[config.mk]
export PLATFORM = sky130hd
export DESIGN_NAME = spinner_wheel_core
export DESIGN_NICKNAME = d
export VERILOG_FILES = /design/src/rtl/spinner_wheel_core.sv
export SDC_FILE = /design/constraint.sdc
export NUM_CORES = 1
export LEC_CHECK = 0
export BUFFER_PORTS_ARGS = -buffer_cell sky130_fd_sc_hd__buf_2
export CAP_MARGIN = 20
export CORE_MARGIN = 2
export CORE_UTILIZATION = 34
export DETAILED_ROUTE_END_ITERATION = 7
export PLACE_DENSITY_LB_ADDON = 0.15
export SLEW_MARGIN = 10
export SYNTH_ARGS = -nofsm -noshare
export SYNTH_HDL_FRONTEND = slang
export SYNTH_SLANG_ARGS = --single-unit
[constraint.sdc]
create_clock -name clk -period 4.8 [get_ports clk]
set_input_delay 0.72 -clock clk [delete_from_list [all_inputs] [get_ports clk]]
set_output_delay 0.72 -clock clk [all_outputs]
set_load 0.03 [all_outputs]
[src/rtl/spinner_wheel_core.sv]
// LED-spinner wheel engine: prescaled stepping, decelerating stop, guess compare
// and a saturating score.
module spinner_wheel_core #(
    parameter int N_LEDS      = 6,
    parameter int PRESC_W     = 24,
    parameter int BASE_LIMIT  = 6250000,
    parameter int DECEL_STEPS = 4,
    parameter int SCORE_W     = 8,
    localparam int POS_W      = $clog2(N_LEDS)
) (
    input  logic               clk,
    input  logic               rst,
    input  logic [2:0]         speed,
    input  logic               dir,
    input  logic               stop_req,
    input  logic [N_LEDS-1:0]  guess,
    input  logic               clear_score,
    output logic [POS_W-1:0]   pos,
    output logic [N_LEDS-1:0]  pos_onehot,
    output logic               stopped,
    output logic               result_valid,
    output logic               hit,
    output logic [SCORE_W-1:0] score
);

    localparam int SLOW_W = $clog2(DECEL_STEPS + 1);
    localparam logic [PRESC_W-1:0] BASE_P    = PRESC_W'(BASE_LIMIT);
    localparam logic [POS_W-1:0]   POS_MAX   = POS_W'(N_LEDS - 1);
    localparam logic [SLOW_W-1:0]  SLOW_INIT = SLOW_W'(DECEL_STEPS);
    localparam logic [N_LEDS-1:0]  ONE_HOT0  = N_LEDS'(1);

    typedef enum logic [1:0] {
        ST_STOPPED = 2'd0,
        ST_SPIN    = 2'd1,
        ST_SLOW    = 2'd2
    } state_t;

    state_t               state_q, state_d;
    logic [PRESC_W-1:0]   cnt_q, cnt_d;
    logic [PRESC_W-1:0]   period_q, period_d;
    logic [SLOW_W-1:0]    slow_q, slow_d;
    logic [POS_W-1:0]     pos_q, pos_d;
    logic [N_LEDS-1:0]    onehot_q, onehot_d;
    logic                 hit_q, hit_d;
    logic                 rv_q, rv_d;
    logic [SCORE_W-1:0]   score_q, score_d;

    logic [PRESC_W-1:0]   shifted;
    logic [PRESC_W-1:0]   speed_period;
    logic [PRESC_W-1:0]   dbl_period;
    logic [POS_W-1:0]     pos_step;
    logic                 tick;
    logic                 land;

    always_ff @(posedge clk or posedge rst) begin
        if (rst) begin
            state_q  <= ST_STOPPED;
            cnt_q    <= '0;
            period_q <= BASE_P;
            slow_q   <= '0;
            pos_q    <= '0;
            onehot_q <= ONE_HOT0;
            hit_q    <= 1'b0;
            rv_q     <= 1'b0;
            score_q  <= '0;
        end else begin
            state_q  <= state_d;
            cnt_q    <= cnt_d;
            period_q <= period_d;
            slow_q   <= slow_d;
            pos_q    <= pos_d;
            onehot_q <= onehot_d;
            hit_q    <= hit_d;
            rv_q     <= rv_d;
            score_q  <= score_d;
        end
    end

    always_comb begin
        shifted      = BASE_P >> speed;
        speed_period = (shifted == '0) ? PRESC_W'(1) : shifted;
        // Doubling saturates at the all-ones period rather than wrapping.
        dbl_period   = period_q[PRESC_W-1] ? '1 : (period_q << 1);
        tick         = (state_q != ST_STOPPED) && (cnt_q == period_q - PRESC_W'(1));
        if (dir) pos_step = (pos_q == '0) ? POS_MAX : pos_q - POS_W'(1);
        else     pos_step = (pos_q == POS_MAX) ? '0 : pos_q + POS_W'(1);

        state_d  = state_q;
        cnt_d    = tick ? '0 : cnt_q + PRESC_W'(1);
        period_d = period_q;
        slow_d   = slow_q;
        pos_d    = pos_q;
        hit_d    = hit_q;
        rv_d     = 1'b0;
        score_d  = score_q;
        land     = 1'b0;

        case (state_q)
            ST_STOPPED: begin
                cnt_d = '0;
                if (!stop_req) begin
                    state_d  = ST_SPIN;
                    period_d = speed_period;
                    hit_d    = 1'b0;
                end
            end
            ST_SPIN: begin
                if (tick) begin
                    pos_d = pos_step;
                    if (stop_req) begin
                        state_d  = ST_SLOW;
                        slow_d   = SLOW_INIT;
                        period_d = dbl_period;
                    end else begin
                        period_d = speed_period;
                    end
                end
            end
            ST_SLOW: begin
                if (tick) begin
                    pos_d    = pos_step;
                    period_d = dbl_period;
                    slow_d   = slow_q - SLOW_W'(1);
                    if (slow_q == SLOW_W'(1)) begin
                        state_d = ST_STOPPED;
                        land    = 1'b1;
                    end
                end
            end
            default: state_d = ST_STOPPED;
        endcase

        onehot_d = ONE_HOT0 << pos_d;

        // Result is registered at the landing step so it appears on STOPPED entry.
        if (land) begin
            rv_d  = 1'b1;
            hit_d = |(guess & onehot_d);
            if (hit_d && (score_q != '1)) score_d = score_q + SCORE_W'(1);
        end
        if (clear_score) score_d = '0;
    end

    assign pos          = pos_q;
    assign pos_onehot   = onehot_q;
    assign stopped      = (state_q == ST_STOPPED);
    assign result_valid = rv_q;
    assign hit          = hit_q;
    assign score        = score_q;

endmodule

-- Word-level counts from Yosys, hierarchy flattened
Index checks and enable logic that the tools add are counted.
W data, S select, Z words.
- register bits after elaboration: 72
- bits of input ports: 14
- output and inout port bits: 20
- add/subtract/negate cells: 6
- equality and inequality tests: 12
- shift-type cells: 2
- muxes and demuxes: 34
- bitwise operators: 1
- reductions and logical operators: 18
- operators with widths (kind ; number):
    $mux W24 ; 8
    $pmux W24 S3 ; 1
    $add A24 B1 Y24 const B ; 1
    $eq A24 B24 Y1 ; 1
    $logic_not A24 Y1 ; 1
    $mux W3 ; 8
    $mux W8 ; 3
    $shr A23 B3 Y24 const A ; 1
    $sub A24 B1 Y24 const B ; 1
    $mux W2 ; 5
    $ne A2 B2 Y1 const B ; 5
    $reduce_bool A2 Y1 ; 5
    $add A8 B1 Y8 const B ; 1
    $ne A8 B8 Y1 const B ; 1
    $reduce_and A4 Y1 ; 2
    $mux W1 ; 7
    $and A6 B6 Y6 ; 1
    $pmux W2 S3 ; 1
    $pmux W3 S2 ; 1
    $reduce_or A6 Y1 ; 1
    $shl A1 B3 Y6 const A ; 1
    $sub A3 B1 Y3 const B ; 2
    $reduce_and A5 Y1 ; 1
    $reduce_and A2 Y1 ; 2
    other kinds (11) ; 12

-- Longest topological paths before layout
- depth after elaboration: 12
- gate-level depth with buffers: 15
- gate-level depth less buffers: 14

-- Worst setup path after synthesis
No wires, ideal clock.
- path type: register -> register
- start: register period_q[10]
- end: register score_q[5] (netlist: score[5])
- data arrival time: 4.146 ns
- data required time: 4.672 ns
- path slack: 0.526 ns
- stages on the path, launching flop included: 16
- path buffers: 3
- clock period less this slack: 4.274 ns
- path through: dfstp_2 > buf_2 > or4_4 > buf_6 > or4_4 > a2111o_1 > a22oi_2 > nand4_2 > a2111oi_4 > mux2i_1 > inv_2 > mux2_4 > a31oi_4 > buf_6 > nor2_1 > mux2_1
- cells in the longest elaborated chain, start to end: 11
- RTL lines (element ; line ; source):
    start: declaration ; 40 ; logic [PRESC_W-1:0] period_q, period_d;
    start signal: assignment ; 69 ; period_q <= period_d;
    $sub A24 B1 Y24 ; 84 ; tick = (state_q != ST_STOPPED) && (cnt_q == period_q - PRESC_W'(1));
    $eq A24 B24 Y1 ; 84 ;
    $logic_and A1 B1 Y1 ; 84 ;
    $mux W3 ; 108, 120 ;
    $mux W3 ; n/a ;
    via pos_d[0] ; 42 ; logic [POS_W-1:0] pos_q, pos_d;
    $shl A1 B3 Y6 ; 133 ; onehot_d = ONE_HOT0 << pos_d;
    $and A6 B6 Y6 ; 138 ; hit_d = |(guess & onehot_d);
    $reduce_or A6 Y1 ; 138 ;
    $logic_and A1 B1 Y1 ; 139 ; if (hit_d && (score_q != '1)) score_d = score_q + SCORE_W'(1);
    $reduce_bool A2 Y1 (no source line) ; n/a ;
    $reduce_and A2 Y1 (no source line) ; n/a ;
    end signal: assignment ; 75 ; score_q <= score_d;
    end: declaration ; 46 ; logic [SCORE_W-1:0] score_q, score_d;
The timed path passes the listed nets, and every way through them passes these cells.
A chain may end at the register's enable or synchronous reset.

-- Final worst setup path
- start: register period_q[0]
- end: register score_q[6] (netlist: score[6])
Same word-level chain as after synthesis.

==> flow_summary.ini <==
[critical_path]
worstPathArrival_ps = 4710
r2r-start = period_q[0]
startpoint = period_q[0]
crit_type = register to register
crit_fanout = 15
start_kind = register
required_ps = 5030
end_kind = register

[final_layout]
fillerInstances = 1475
syn2layout_area_growth_pct = 13.5
final_cell_mix = nor2_1, dfrtp_1, nand2_1, a21oi_1, buf_2
num_antenna_cells = 0
final_nets = 635
utilization_pct = 39.8
post_route_cells_drive_above_1_share_pct = 14.8
final_common_cell = nor2_1

[global_route]
grt_pass1_wl_um = 21000
antenna_found_initial = 0
grt_pass1_vias = 4083
gr-total-overflow = 0
grt_usage_pct = 17.8
grt_max_degree = 38

[sta]
final-setup-viol-count = 0
max_freq_mhz = 223
max_slew.worst_pin.slew_ps = 839
period_needed_ps = 4480
slew_violations = 0
finalHoldViolCount = 0
grt_setup_unrepaired = no
fin_skew_ps = 11.5
fin_crit_sh_pct = 93.3
fin_setup_tns_ps = 0
maxSlewHeadroom_pct = 43.9

[synth]
synth_adder_area_share_pct = 2.55
synth_top_family_by_area = simple AND/OR/NAND/NOR gates
yosysSeqAreaShare_pct = 37.1
synthMuxAreaShare_pct = 3.75
synth_top_cell_by_area = dfrtp_1
synth-compound-area-share_pct = 15.3
syn_area_per_cell_sq_um = 8.25
synth-main-ff-cell = dfrtp_1
synth-edff-count = 0
synth.distinct_cells = 65
synth_cells = 594
netlist_area_sq_um = 4900
yosys-top-cells-area = dfrtp_1, nor2_1, dfstp_2
yosysWarnings = 0
synth_nets = 618
async_flop_share_pct = 100
yosys.area_share.xor_xnor_pct = 8.58
synth-simple-area-share_pct = 27.4
synth.top_cell.area_share_pct = 30.1
synth-seq-cells = 72

[pwr]
vdd_drop_max_v = 0.000273
report.power.total_mw = 3.04
power.density_nw_per_um2 = 547
leakagePower_nw = 2.35

[floorplan]
die-area_sq_um = 15400
coreArea_sq_um = 14000
die_h_um = 124
pin_count = 34
rows = 43
initial_core_util_pct = 35.0
die_x_um = 124

[min_path]
min_path_type = register to register
hold_start = period_q[12]

[placement]
portBuffers = 33
gp_congestion = 0.888
dp_hpwl_um = 9280

[run_status]
status = finished, final reports clean

[clock_tree]
cts_tree = built
path_clk_slew_ps = 60
numCtsBuffers = 9
cts.sinks = 72
htreeDepth = 3
clockRootBuffer = clkbuf_16
clkLatencyLatePin_ps = 350
cts_buffer_depth = 2

[detailed_routing]
viasPerCell = 5.36
route.detailed.drc = 0
dr.pass1.iters = 4
ant_nets = 0
drt_iter0_drc = 177
totalWireLength_um = 12700
vias = 4268
wl_per_cell_um = 16.0

[run]
drv_cap = 0
registers in the layout (all words and copies together), names as in the netlist:
name,count
score,8
hit,1
pos_onehot,6
cnt_q,24
state_q,2
period_q,24
pos,3
slow_q,3
result_valid,1
through the flow:
stage / worst slack, ps / instances / hold slack, ps / cell area [sq um]
after floorplan: 526 / 594 / 466 / 4900
after global placement: 350 / 777 / 502 / 5180
after detailed placement: 130 / 777 / 496 / 5180
after CTS: 110 / 793 / 505 / 5530
after global routing: 50.2 / 796 / 549 / 5560
final: 321 / 796 / 506 / 5560
final timing paths:
| kind | slack, ps | cells past startpoint | end |
|---|---|---|---|
| max reg2reg | 320 | 15 | score[6] |
| min | 510 | 2 | period_q[12] |
| min reg2reg | 510 | 2 | period_q[12] |
| min in group asynchronous | 520 | 2 | score[2] |
| max | 320 | 15 | score[6] |
| max in group asynchronous | 3270 | 3 | period_q[22] |
power breakdown:
| group | internal (mW) | switching, mW | total, mW | leakage, nW |
|---|---|---|---|---|
| registers | 0.769 | 0.236 | 1.00 | 0.925 |
| logic | 0.473 | 0.775 | 1.25 | 1.25 |
| clock network | 0.522 | 0.269 | 0.791 | 0.170 |
| total | 1.76 | 1.28 | 3.04 | 2.35 |
cell type report:
type | instances | area [sq um] | share of cell area, %
Inverter | 27 | 101 | 1.82
Clock inverter | 5 | 104 | 1.87
Tap cell | 180 | 225 | 4.05
Clock buffer | 11 | 243 | 4.36
Timing Repair Buffer | 42 | 233 | 4.18
Multi-Input combinational cell | 459 | 2840 | 51.0
Sequential cell | 72 | 1820 | 32.7
layer usage:
layer | up-vias | track usage [%] | share of wire, %
met3 | 13 | 2.56 | 4.5
met4 | 0 | 6.60 | 1.5
li1 | 2115 | - | -
met5 | - | 0 | 0
met2 | 90 | 28.2 | 45
met1 | 2050 | 24.5 | 49
critical path, cell delays in order (launching register included):
cell	delay, ps
dfrtp_1	440
inv_1	110
ha_1	270
or3b_2	530
nor4_1	350
xnor2_1	130
nor4_1	380
nand4_2	210
a2111oi_4	220
buf_4	190
mux2i_2	310
inv_2	110
mux2_4	330
a31oi_4	350
nor3_1	110
mux2_1	320
Yosys cell counts, types with 5 or more instances:
| master | count |
|---|---|
| nor3_1 | 20 |
| dfstp_2 | 13 |
| nand2_1 | 41 |
| and3_1 | 12 |
| xor2_1 | 28 |
| clkbuf_1 | 30 |
| nor4_1 | 8 |
| o21ai_1 | 19 |
| nand3_1 | 24 |
| a211oi_1 | 6 |
| or3_1 | 11 |
| o21ai_0 | 17 |
| nor2b_1 | 5 |
| xnor2_1 | 20 |
| nor2_1 | 98 |
| mux2i_1 | 9 |
| a21oi_1 | 39 |
| inv_1 | 26 |
| or4_1 | 7 |
| dfrtp_1 | 59 |
| nand4_1 | 9 |
| nand2b_1 | 10 |
| nand3b_1 | 5 |
| ha_1 | 10 |
cell families (layout without fill, tap and decap cells):
group,after synthesis,count (layout)
flops,72,72
mux,16,16
buf+inv,63,85
xor+xnor,48,48
compound gates,116,116
fa+ha+maj,10,10
simple gates,269,269
repair_timing:
action	in CTS	in global routing
setup buffers	0	3
setup endpoints to repair	0	7
gates resized for setup	0	3
hold buffers	0	0
Power figures use the tool's default switching activity.
